**src/rtl/rng_sched.sv**
```systemverilog
// rng_sched: time-shared controller for the 64-bit LFSR generator of the
// rtt_probe datapath.
//   - Round-robin arbitration of draw requests from NUM_REQ clients.
//   - Kicks the generator and waits SETTLE cycles for its 64-shift run.
//   - Returns the settled value with a one-cycle, one-hot grant.
//   - Serialises seed writes so they land only while the generator is idle.
//
// Ports:
//   clk, reset_n       clock / async active-low reset
//   req[NUM_REQ]       level draw requests
//   gnt[NUM_REQ]       one-hot grant pulse, data valid in the same cycle
//   data[64]           last drawn value, held until the next grant
//   seed_req, seed_in  level reseed request and its 32-bit seed
//   seed_ack           pulse in the cycle the seed is written
//   rng_seed_wr, rng_seed, rng_kick   generator controls
//   rng_out[64]        generator output
//
// All outputs are registered.
module rng_sched #(
  parameter int NUM_REQ = 4,
  parameter int SETTLE  = 65
) (
  input  logic               clk,
  input  logic               reset_n,
  input  logic [NUM_REQ-1:0] req,
  output logic [NUM_REQ-1:0] gnt,
  output logic [63:0]        data,
  input  logic               seed_req,
  input  logic [31:0]        seed_in,
  output logic               seed_ack,
  output logic               rng_seed_wr,
  output logic [31:0]        rng_seed,
  output logic               rng_kick,
  input  logic [63:0]        rng_out
);

  localparam int IW = $clog2(NUM_REQ);
  localparam int CW = $clog2(SETTLE + 1);

  typedef enum logic [1:0] {ST_INIT, ST_IDLE, ST_SEED, ST_WAIT} state_t;

  state_t               state, state_n;
  logic [CW-1:0]        cnt, cnt_n;
  logic [IW-1:0]        ptr, ptr_n;
  logic [IW-1:0]        win, win_n;
  logic [IW-1:0]        pick;
  logic [NUM_REQ-1:0]   gnt_n;
  logic [63:0]          data_n;
  logic                 ack_n, swr_n, kick_n;
  logic [31:0]          seed_n;

  // Round-robin pick: first set request scanning upward from ptr, wrapping.
  always_comb begin
    logic          found;
    logic [IW-1:0] idx;
    found = 1'b0;
    pick  = '0;
    idx   = '0;
    for (int i = 0; i < NUM_REQ; i++) begin
      idx = IW'((int'(ptr) + i) % NUM_REQ);
      if (!found && req[idx]) begin
        found = 1'b1;
        pick  = idx;
      end
    end
  end

  always_comb begin
    state_n = state;
    cnt_n   = cnt;
    ptr_n   = ptr;
    win_n   = win;
    gnt_n   = '0;
    data_n  = data;
    ack_n   = 1'b0;
    swr_n   = 1'b0;
    seed_n  = rng_seed;
    kick_n  = 1'b0;
    case (state)
      // Wake-up draw with no winner. The counter starts at 0 in the first
      // cycle out of reset, so the kick is visible in cycle 1 and IDLE is
      // entered in cycle SETTLE+1.
      ST_INIT: begin
        kick_n = (cnt == '0);
        if (cnt == CW'(SETTLE)) state_n = ST_IDLE;
        else                    cnt_n   = cnt + 1'b1;
      end
      ST_IDLE: begin
        if (seed_req) begin
          seed_n  = seed_in;
          swr_n   = 1'b1;
          ack_n   = 1'b1;
          state_n = ST_SEED;
        end else if (|req) begin
          win_n   = pick;
          kick_n  = 1'b1;
          cnt_n   = '0;
          state_n = ST_WAIT;
        end
      end
      // Seed write is on the outputs this cycle; seed_req is not looked at.
      ST_SEED: state_n = ST_IDLE;
      ST_WAIT: begin
        if (cnt == CW'(SETTLE)) begin
          data_n  = rng_out;
          gnt_n   = NUM_REQ'(1) << win;
          ptr_n   = (win == IW'(NUM_REQ - 1)) ? '0 : win + 1'b1;
          state_n = ST_IDLE;
        end else begin
          cnt_n = cnt + 1'b1;
        end
      end
      default: state_n = ST_INIT;
    endcase
  end

  always_ff @(posedge clk or negedge reset_n) begin
    if (!reset_n) begin
      state       <= ST_INIT;
      cnt         <= '0;
      ptr         <= '0;
      win         <= '0;
      gnt         <= '0;
      data        <= '0;
      seed_ack    <= 1'b0;
      rng_seed_wr <= 1'b0;
      rng_seed    <= '0;
      rng_kick    <= 1'b0;
    end else begin
      state       <= state_n;
      cnt         <= cnt_n;
      ptr         <= ptr_n;
      win         <= win_n;
      gnt         <= gnt_n;
      data        <= data_n;
      seed_ack    <= ack_n;
      rng_seed_wr <= swr_n;
      rng_seed    <= seed_n;
      rng_kick    <= kick_n;
    end
  end

endmodule

```
**config.mk**
```make
export PLATFORM = sky130hd
export DESIGN_NAME = rng_sched
export DESIGN_NICKNAME = d
export VERILOG_FILES = /design/src/rtl/rng_sched.sv
export SDC_FILE = /design/constraint.sdc
export NUM_CORES = 1
export LEC_CHECK = 0
export CAP_MARGIN = 20
export CORE_UTILIZATION = 30
export DETAILED_ROUTE_END_ITERATION = 7
export SYNTH_ARGS = -nofsm -noshare
export SYNTH_HDL_FRONTEND = slang
export SYNTH_SLANG_ARGS = --single-unit
export TNS_END_PERCENT = 20
```
**constraint.sdc**
```tcl
create_clock -name clk -period 2.28 [get_ports clk]
set_clock_uncertainty 0.1 [all_clocks]
set_input_delay 0.57 -clock clk [delete_from_list [all_inputs] [get_ports clk]]
set_output_delay 0.57 -clock clk [all_outputs]
set_load 0.05 [all_outputs]
```
# After elaboration in Yosys (flattened, before gate mapping)
# Cells that the tools add are included.
dict set report word_totals {
  input_bits 103
  wordCells 77
  out_inout_bits 103
  register_bits 115
}
dict set report op_classes {
  n_shift 1
  magnitude_cmp 4
  reduce_logical 16
  n_addsub 5
  eq_ne 10
  bitwise 1
  mux 31
}
# cell n
set op_table {}
lappend op_table {{7-bit 2-to-1 mux} 3}
lappend op_table {{2-bit 2-to-1 mux} 8}
lappend op_table {{7-bit one-hot mux with 2 select lines} 1}
lappend op_table {{2-bit by 3-bit less-than comparator with 1-bit output, second input constant} 4}
lappend op_table {{1-bit 2-to-1 mux} 11}
lappend op_table {{1-bit binary-select mux with 2-bit select} 4}
lappend op_table {{4-bit 2-to-1 mux} 2}
lappend op_table {{7-bit by 1-bit adder with 7-bit output, second input constant} 1}
lappend op_table {{7-bit equality test, second input constant} 1}
lappend op_table {{7-bit zero test} 1}
lappend op_table {{2-bit equality test, second input constant} 3}
lappend op_table {{2-bit != test, second input constant} 3}
lappend op_table {{2-bit one-hot mux with 3 select lines} 1}
lappend op_table {{2-bit AND reduction} 3}
lappend op_table {{2-bit by 1-bit adder with 2-bit output, second input constant} 2}
lappend op_table {{2-bit adder, second input constant} 2}
lappend op_table {{4-bit AND reduction} 1}
lappend op_table {{4-bit OR reduction} 1}
lappend op_table {{1-bit by 2-bit << shifter with 4-bit output, first input constant} 1}
lappend op_table {{1-bit logical AND} 3}
lappend op_table {{1-bit zero test} 3}
lappend op_table {{3-bit != test, second input constant} 1}
lappend op_table {{3-bit AND reduction} 1}
lappend op_table {{2-bit by 1-bit equality test with 1-bit output, second input constant} 1}
lappend op_table {{6 further kinds} 6}

# Depth between registers and ports, before layout
# Gate-level depths: netlist (run 1).
dict set report depth {
  word_depth 12
  mapped_depth 8
  mapped_depth_nobuf 6
}

# Least setup slack after synthesis (run 1)
# Ideal clock, no wire load.
dict set report synth_path {
  path_type {input port to flip-flop}
  start {in req[0]}
  end {reg cnt[3]}
  setup_ns 0.124
  path_stages 4
  slack_ns 0.434
  t_required_ns 2.056
  n_path_buf 0
  arrival_ns 1.622
  cell_sequence {or4_4 a21oi_4 nor4b_1 a211o_1}
}
dict set report synth_between {
  elab_chain_len 3
}
# element line
set synth_lines {}
lappend synth_lines {{start, declared} 25} ;# input logic [NUM_REQ-1:0] req,
lappend synth_lines {{4-bit OR reduction} 94} ;# end else if (|req) begin
lappend synth_lines {{2-bit != test (no line)} -}
lappend synth_lines {{4-bit AND reduction (no line)} -}
lappend synth_lines {{end signal, assigned} 131} ;# cnt <= cnt_n;
lappend synth_lines {{end, declared} 43} ;# logic [CW-1:0] cnt, cnt_n;
# No other way between the ends.
# A chain may end at the register's enable or synchronous reset.

# Final worst setup path (run 1)
dict set report layout_path {
  start {reg data[31]}
  end {out data[31]}
}
# element line
set layout_lines {}
lappend layout_lines {{start, declared} 27} ;# output logic [63:0] data,
lappend layout_lines {{start signal, assigned} 135} ;# data <= data_n;
# No word-level cell between the ends.

==> results of run 1 <==
## power by group through the flow
stage	registers (uW)	logic [uW]	clock network [uW]
floorplan	6730	1660	0
global placement	3600	7200	0
detailed placement	3640	7260	0
CTS	3620	7240	2670
global route	3740	7450	2770
finish	3600	7120	2610
## kinds of logic after synthesis
family,after synthesis,share of synthesized area
AOI/OAI and AO/OA,21,0.0329
adders and majority gates,10,0.0261
buffers and inverters,22,0.0259
DFF,115,0.601
muxes,98,0.252
and+or+nand+nor,48,0.0624
## final cells by class
cell class | instances | area, um2 | share of cell area
timing repair buffer | 217 | 2320 | 0.294
sequential | 115 | 2880 | 0.365
inverter | 9 | 33.8 | 0.00429
clock buffer | 20 | 457 | 0.0579
tap | 211 | 264 | 0.0335
multi-input combinational | 177 | 1800 | 0.229
clock inverter | 12 | 130 | 0.0165
## through the flow
step,utilization,setup WS (ns),hold WS (ns),power (uW)
after floorplan,-,0.434,0.174,8380
after global placement,0.467,-0.159,0.280,10800
after detailed placement,0.467,-0.213,0.277,10900
after CTS,0.505,0.0000258,0.391,13500
after global routing,0.513,0.000509,0.405,14000
final,0.513,0.0407,0.399,13300
## synth_stat cells
| library cell | instances | share of area |
|---|---|---|
| and2_1 | 1 | 0.0013 |
| inv_1 | 9 | 0.0071 |
| o31ai_1 | 2 | 0.0031 |
| a21o_1 | 1 | 0.0016 |
| nand4b_1 | 1 | 0.0018 |
| a31oi_4 | 1 | 0.0044 |
| nand2_1 | 10 | 0.0078 |
| clkbuf_1 | 2 | 0.0016 |
| nor4b_1 | 2 | 0.0037 |
| buf_6 | 4 | 0.0094 |
| mux2i_1 | 1 | 0.0021 |
| nand3b_1 | 3 | 0.0047 |
| or3b_2 | 1 | 0.0018 |
| and3_1 | 6 | 0.0078 |
| buf_4 | 1 | 0.0016 |
| o41ai_1 | 1 | 0.0018 |
| buf_2 | 6 | 0.0063 |
| nor3b_1 | 2 | 0.0031 |
| nand3_1 | 6 | 0.0063 |
| nor2_2 | 1 | 0.0013 |
| a211o_1 | 2 | 0.0037 |
| mux2_4 | 28 | 0.088 |
| mux2_2 | 69 | 0.16 |
| or4_4 | 1 | 0.0024 |
| a21oi_1 | 7 | 0.0073 |
| nor4_1 | 1 | 0.0013 |
| o22ai_1 | 1 | 0.0013 |
| nor4_4 | 1 | 0.0044 |
| a21oi_4 | 1 | 0.0034 |
| o21ai_0 | 3 | 0.0031 |
| dfrtp_1 | 115 | 0.60 |
| o21a_1 | 1 | 0.0016 |
| nand2b_1 | 2 | 0.0026 |
| a22oi_1 | 1 | 0.0016 |
| or4_1 | 3 | 0.0047 |
| nor2_1 | 5 | 0.0039 |
| nand3_2 | 1 | 0.0021 |
| ha_1 | 10 | 0.026 |
| and2_0 | 1 | 0.0013 |
## worst paths after layout
kind                       slack (ns)  startpoint        to  cells past startpoint
max                              0.04    data[31]  data[31]                      1
min                              0.40     data[5]   data[5]                      1
max reg2reg                      0.33      cnt[3]  data[54]                      4
min reg2reg                      0.40     data[5]   data[5]                      1
max in group asynchronous        1.17     reset_n  data[28]                      3
min in group asynchronous        0.41     reset_n    ptr[0]                      2
## sequential cells by signal, summed over array words and instances, names as in the netlist
signal / count
cnt: 7
rng_seed_wr: 1
gnt: 4
ptr: 2
rng_kick: 1
data: 64
state: 2
rng_seed: 32
win: 2
## routing by layer
| layer | vias to the layer above | GRT usage |
|---|---|---|
| met5 | - | 0 |
| met4 | 0 | 0.0685 |
| met3 | 19 | 0.0640 |
| met2 | 117 | 0.254 |
| met1 | 1682 | 0.167 |
| li1 | 1560 | - |
## cells in the final DEF, fill, tap and decap left out, types with 7 or more instances in the layout
| cell type | count |
|---|---|
| a21oi_1 | 7 |
| buf_4 | 7 |
| clkbuf_16 | 17 |
| clkdlybuf4s50_1 | 147 |
| dfrtp_1 | 115 |
| dlygate4sd2_1 | 8 |
| dlymetal6s2s_1 | 49 |
| ha_1 | 10 |
| inv_1 | 9 |
| mux2_2 | 69 |
| mux2_4 | 28 |
| nand2_1 | 10 |
## what timing repair did
action                                  4_1_cts  5_1_grt
hold buffers                                  1        0
endpoints found under the hold margin         1        0
cloned                                        0        0
endpoints found under the setup margin        8       49
setup buffers                                 0        0
gates resized for setup                       8       49
==> key figures, run 1 <==
Run status
  – Status: finished clean

Final layout
  – Area grow syn2layout: 64.5%
  – # fillers: 1321
  – Final nets: 650
  – Design area: 0.00788 mm2
  – Layout cell share with drive strength beyond 1: 0.267
  – Fin cells: 761
  – Ant diodes: 0

STA
  – Slew headroom: 0.641
  – Max-slew violation count: 0
  – Fin crit share: 0.982
  – Worst Tran Pin Value: 0.537 ns
  – Final Hold Vio Count: 0
  – RSZ-0062 raised after global routing: false
  – F_max: 447 MHz
  – Final min period: 2.24 ns
  – Setup violations, final: 0
  – Final TNS setup: 0 ns

Clocking
  – CTS Buffer Depth: 2
  – Clock sinks: 115
  – Clk_lat worst skew: 0.40 ns
  – H-tree levels: 4
  – CTS tree: yes
  – CTS Root Cell: clkbuf_16
  – CTS clk-pin slew, worst paths: 0.06 ns
  – Number of buffers created by CTS: 17

Yosys
  – Synth Area per Inst: 15.3 um2
  – Post-Synthesis Cells: 314
  – Synth warnings: 0
  – Post-Syn Nets: 427
  – Sequential share of the synthesized area: 0.601
  – Number of distinct library cells after synthesis: 39
  – Synth Register Bits: 115
  – Cell Area, Synth: 0.00479 mm2

Power
  – Leak: 0.00383 uW
  – Net Sw Power: 5920 uW
  – Flop pwr share: 0.270
  – Clk pwr share: 0.196
  – Pwr per Cell Area: 1690 mW/mm2
  – Peak VDD IR: 954 uV
  – Comb power frac: 0.534
  – P_int: 7400 uW
  – Sw Ratio: 0.444

Placement
  – DP HPWL: 8320 um
  – Placed Instances: 728
  – Post-place instance area: 0.00717 mm2
  – Routability congestion estimate: 0.757
  – Port bufs: 205

Detailed routing
  – Routed wire per std cell: 15.3 um
  – Post-Route WL: 11600 um
  – Max Used Layer: met4
  – Residual DRC count: 0
  – Avg Vias per Cell: 4.44
  – Drt initial violations: 62
  – Met2 wire len: 5850 um
  – Metal3 WL: 905 um
  – Met1 WL: 4630 um
  – Via count of the routed design: 3378
  – Post-route ant nets: 0
  – Pre-antenna DRT Iters: 4

GRT
  – Pin count of the biggest net entering global routing: 59
  – Grt total ovfl: 0
  – Total GRT Usage: 0.151
  – First-pass GRT wire length: 19100 um
  – Number of global-route vias before repair: 3782
  – Initial antenna violation count: 0

Critical path
  – Crit path largest cell delay: 0.82 ns
  – Worst Path Required: 1.61 ns
  – CP Buf/Inv Count: 1
  – CP Capture Type: output pin
  – Crit path max-delay family: buffers and inverters
  – Worst EP arrival: 1.57 ns
  – CP Class: flop to output pin
  – CP max FO: 2
  – Worst path slowest cell: clkdlybuf4s50_1
  – Crit path cell chain: clkdlybuf4s50_1
  – Type of origin of the critical path: flop

Floorplan
  – Cell row count: 45
  – Die Outline Area: 0.0165 mm2
  – Initial core utilization: 0.312
  – Die Ht: 128 um
  – Die Wd: 128 um
  – Core region area: 0.0154 mm2
  – I/O Pins: 206

Flow run
  – Max cap viols: 0

Worst hold path
  – Worst hold path type: flop to flop
Power figures use the tool's default switching activity.
==> inputs of run 2 (changes only) <==
--- a/config.mk
+++ b/config.mk
@@ -8,6 +8,8 @@
 export CAP_MARGIN = 20
 export CORE_UTILIZATION = 30
 export DETAILED_ROUTE_END_ITERATION = 7
+export MAX_ROUTING_LAYER = met4
+export SETUP_SLACK_MARGIN = 0.4
 export SYNTH_ARGS = -nofsm -noshare
 export SYNTH_HDL_FRONTEND = slang
 export SYNTH_SLANG_ARGS = --single-unit
==> run 2 against run 1 <==
Net effect: clock-buffer cell count unchanged; first-iteration DRC count rose by 39%; sequential power about the same; hold slack barely moved; non-clock buffer count up 7; flip-flop and latch count stayed put; critical path type unchanged; critical endpoint is now rng_seed[1].
==> key figures, run 2 (synthesis results as in run 1) <==
Critical path
  – CP Class: flop to output pin
  – CP Capture Type: output pin
  – CP startpoint: rng_seed[1]
  – Crit path largest cell delay: 0.55 ns (-0.27 ns)
  – Worst EP arrival: 1.30 ns (-0.27 ns)
  – Reg2Reg Launch Point: cnt[2]
  – CP max FO: 2 (unchanged)
  – Type of origin of the critical path: flop
  – Worst Path Required: 1.61 ns (about the same)
  – Crit path max-delay family: buffers and inverters
  – CP Buf/Inv Count: 1 (unchanged)
  – Crit path cell chain: dlygate4sd2_1
  – Worst path slowest cell: dlygate4sd2_1

Floorplan
  – Die Ht: 128 um (unchanged)
  – Initial core utilization: 0.312 (unchanged)
  – Cell row count: 45 (unchanged)
  – Die Outline Area: 0.0165 mm2 (unchanged)
  – Die Wd: 128 um (unchanged)
  – Core region area: 0.0154 mm2 (unchanged)
  – I/O Pins: 206 (unchanged)

Placement
  – Post-place instance area: 0.00717 mm2 (unchanged)
  – Routability congestion estimate: 0.767 (+1.3%)
  – DP HPWL: 8320 um (unchanged)
  – Port bufs: 205 (unchanged)

GRT
  – First-pass GRT wire length: 19200 um (+0.44%)
  – Number of global-route vias before repair: 3818 (+0.95%)
  – Total GRT Usage: 0.157 (+0.00535)
  – Grt total ovfl: 0 (unchanged)
  – Initial antenna violation count: 0 (unchanged)
  – Pin count of the biggest net entering global routing: 59 (unchanged)

STA
  – Final min period: 1.97 ns (-0.271 ns)
  – RSZ-0062 raised after global routing: true
  – Final TNS setup: 0 ns (unchanged)
  – F_max: 508 MHz (+14%)
  – Max-slew violation count: 0 (unchanged)
  – Slew headroom: 0.652 (+0.0103)
  – Worst Tran Pin Value: 0.525 ns (-0.0124 ns)
  – Fin crit share: 0.863 (-0.119)
  – Setup violations, final: 0 (unchanged)
  – Final Hold Vio Count: 0 (unchanged)

Final layout
  – Max FFs per register: 64 (unchanged)
  – Ant diodes: 0 (unchanged)
  – Final nets: 657 (+1.1%)
  – Most common cell after layout, fill and taps aside: dfrtp_1
  – Top flop regs: data: 64 flops, rng_seed: 32 flops, cnt: 7 flops
  – # fillers: 1348 (+2.0%)
  – Design area: 0.00780 mm2 (-1.1%)
  – Area grow syn2layout: 62.8%
  – Layout cell share with drive strength beyond 1: 0.372 (+0.104)
  – Most frequent cells in the layout: 113 x dfrtp_1, 97 x clkdlybuf4s50_1, 69 x mux2_2
  – Reg with most FFs: data

Clocking
  – CTS clk-pin slew, worst paths: 0.06 ns (about the same)
  – Number of buffers created by CTS: 17 (unchanged)
  – Clock sinks: 115 (unchanged)
  – Clk_lat worst skew: 0.40 ns (about the same)
  – H-tree levels: 4 (unchanged)
  – CTS Root Cell: clkbuf_16
  – CTS tree: yes
  – CTS Buffer Depth: 2 (unchanged)

Flow run
  – Max cap viols: 0 (unchanged)

Worst hold path
  – Hold Startpoint: rng_seed[16]
  – Worst hold path type: flop to flop

Detailed routing
  – Residual DRC count: 0 (unchanged)
  – Post-route ant nets: 0 (unchanged)
  – Drt initial violations: 86 (+39%)
  – Avg Vias per Cell: 4.44 (about the same)
  – Via count of the routed design: 3412 (+1.0%)
  – Post-Route WL: 11800 um (+1.6%)
  – Routed wire per std cell: 15.4 um (+0.66%)
  – Pre-antenna DRT Iters: 4 (unchanged)

Power
  – Peak VDD IR: 907 uV (-4.9%)
  – Leak: 0.00356 uW (-7.1%)
  – Pwr per Cell Area: 1670 mW/mm2 (-1.4%)

Run status
  – Status: finished clean
## run 2: cell count changes in the layout (fill, tap and decap cells not counted), moves of 2 or more
cell,delta
buf_4,+4
clkbuf_16,+2
clkbuf_2,+17
clkdlybuf4s15_1,+14
clkdlybuf4s15_2,+31
clkdlybuf4s50_1,-50
dfrtp_1,-2
dfrtp_2,+2
dlygate4sd2_1,+35
dlymetal6s2s_1,-47
ha_1,-2
## run 2: path summary, 6_finish.rpt
| check | endpoint | slack (ns) | depth (start not counted) |
|---|---|---|---|
| worst max-delay path | rng_seed[1] | 0.31 | 1 |
| worst min-delay path | rng_seed[16] | 0.40 | 1 |
| worst max register to register | data[38] | 0.39 | 4 |
| worst min register to register | rng_seed[16] | 0.40 | 1 |
| max in group asynchronous | cnt[4] | 1.16 | 3 |
| min in group asynchronous | ptr[0] | 0.41 | 2 |
## run 2: stage by stage
stage / setup WS [ns] / util / power (uW) / hold WS (ns) / cells
3_5_place_dp: -0.213 / 0.467 / 10900 / 0.277 / 728
6_report: 0.312 / 0.507 / 13000 / 0.398 / 768
3_3_place_gp: -0.159 / 0.467 / 10800 / 0.280 / 728
5_1_grt: 0.279 / 0.507 / 13600 / 0.404 / 768
4_1_cts: 0.292 / 0.502 / 13100 / 0.391 / 762
2_1_floorplan: 0.434 / - / 8380 / 0.174 / 314
## run 2: metal layers
layer,global-route usage,vias up,share of wire
met4,0.0595,0,0.018
met2,0.258,128,0.51
li1,-,1577,-
met3,0.0557,16,0.068
met1,0.174,1691,0.41
met5,-,-,0
## run 2: power breakdown
part | total (uW) | internal (uW) | leakage [uW] | switching [uW]
Clock | 2610 | 1660 | 0.000274 | 948
Sequential | 3600 | 3040 | 0.00136 | 563
Combinational | 6780 | 2330 | 0.00192 | 4450
Total | 13000 | 7030 | 0.00356 | 5960
## run 2: timing repair
action	CTS	global route
setup buffers	1	4
hold buffers	1	0
resized for setup	167	59
endpoints found under the setup margin	159	174
cloned	0	2
pin swaps	2	5
hold endpoints to repair	1	0
## run 2: area by class of cell
type	instances	area, um2	area share
well taps	211	264	0.0339
clock buffers	20	457	0.0586
clock inverters	12	130	0.0167
repair buffers	224	2210	0.283
inverters	9	33.8	0.00433
multi-input cells	177	1820	0.234
flip-flops and latches	115	2880	0.369
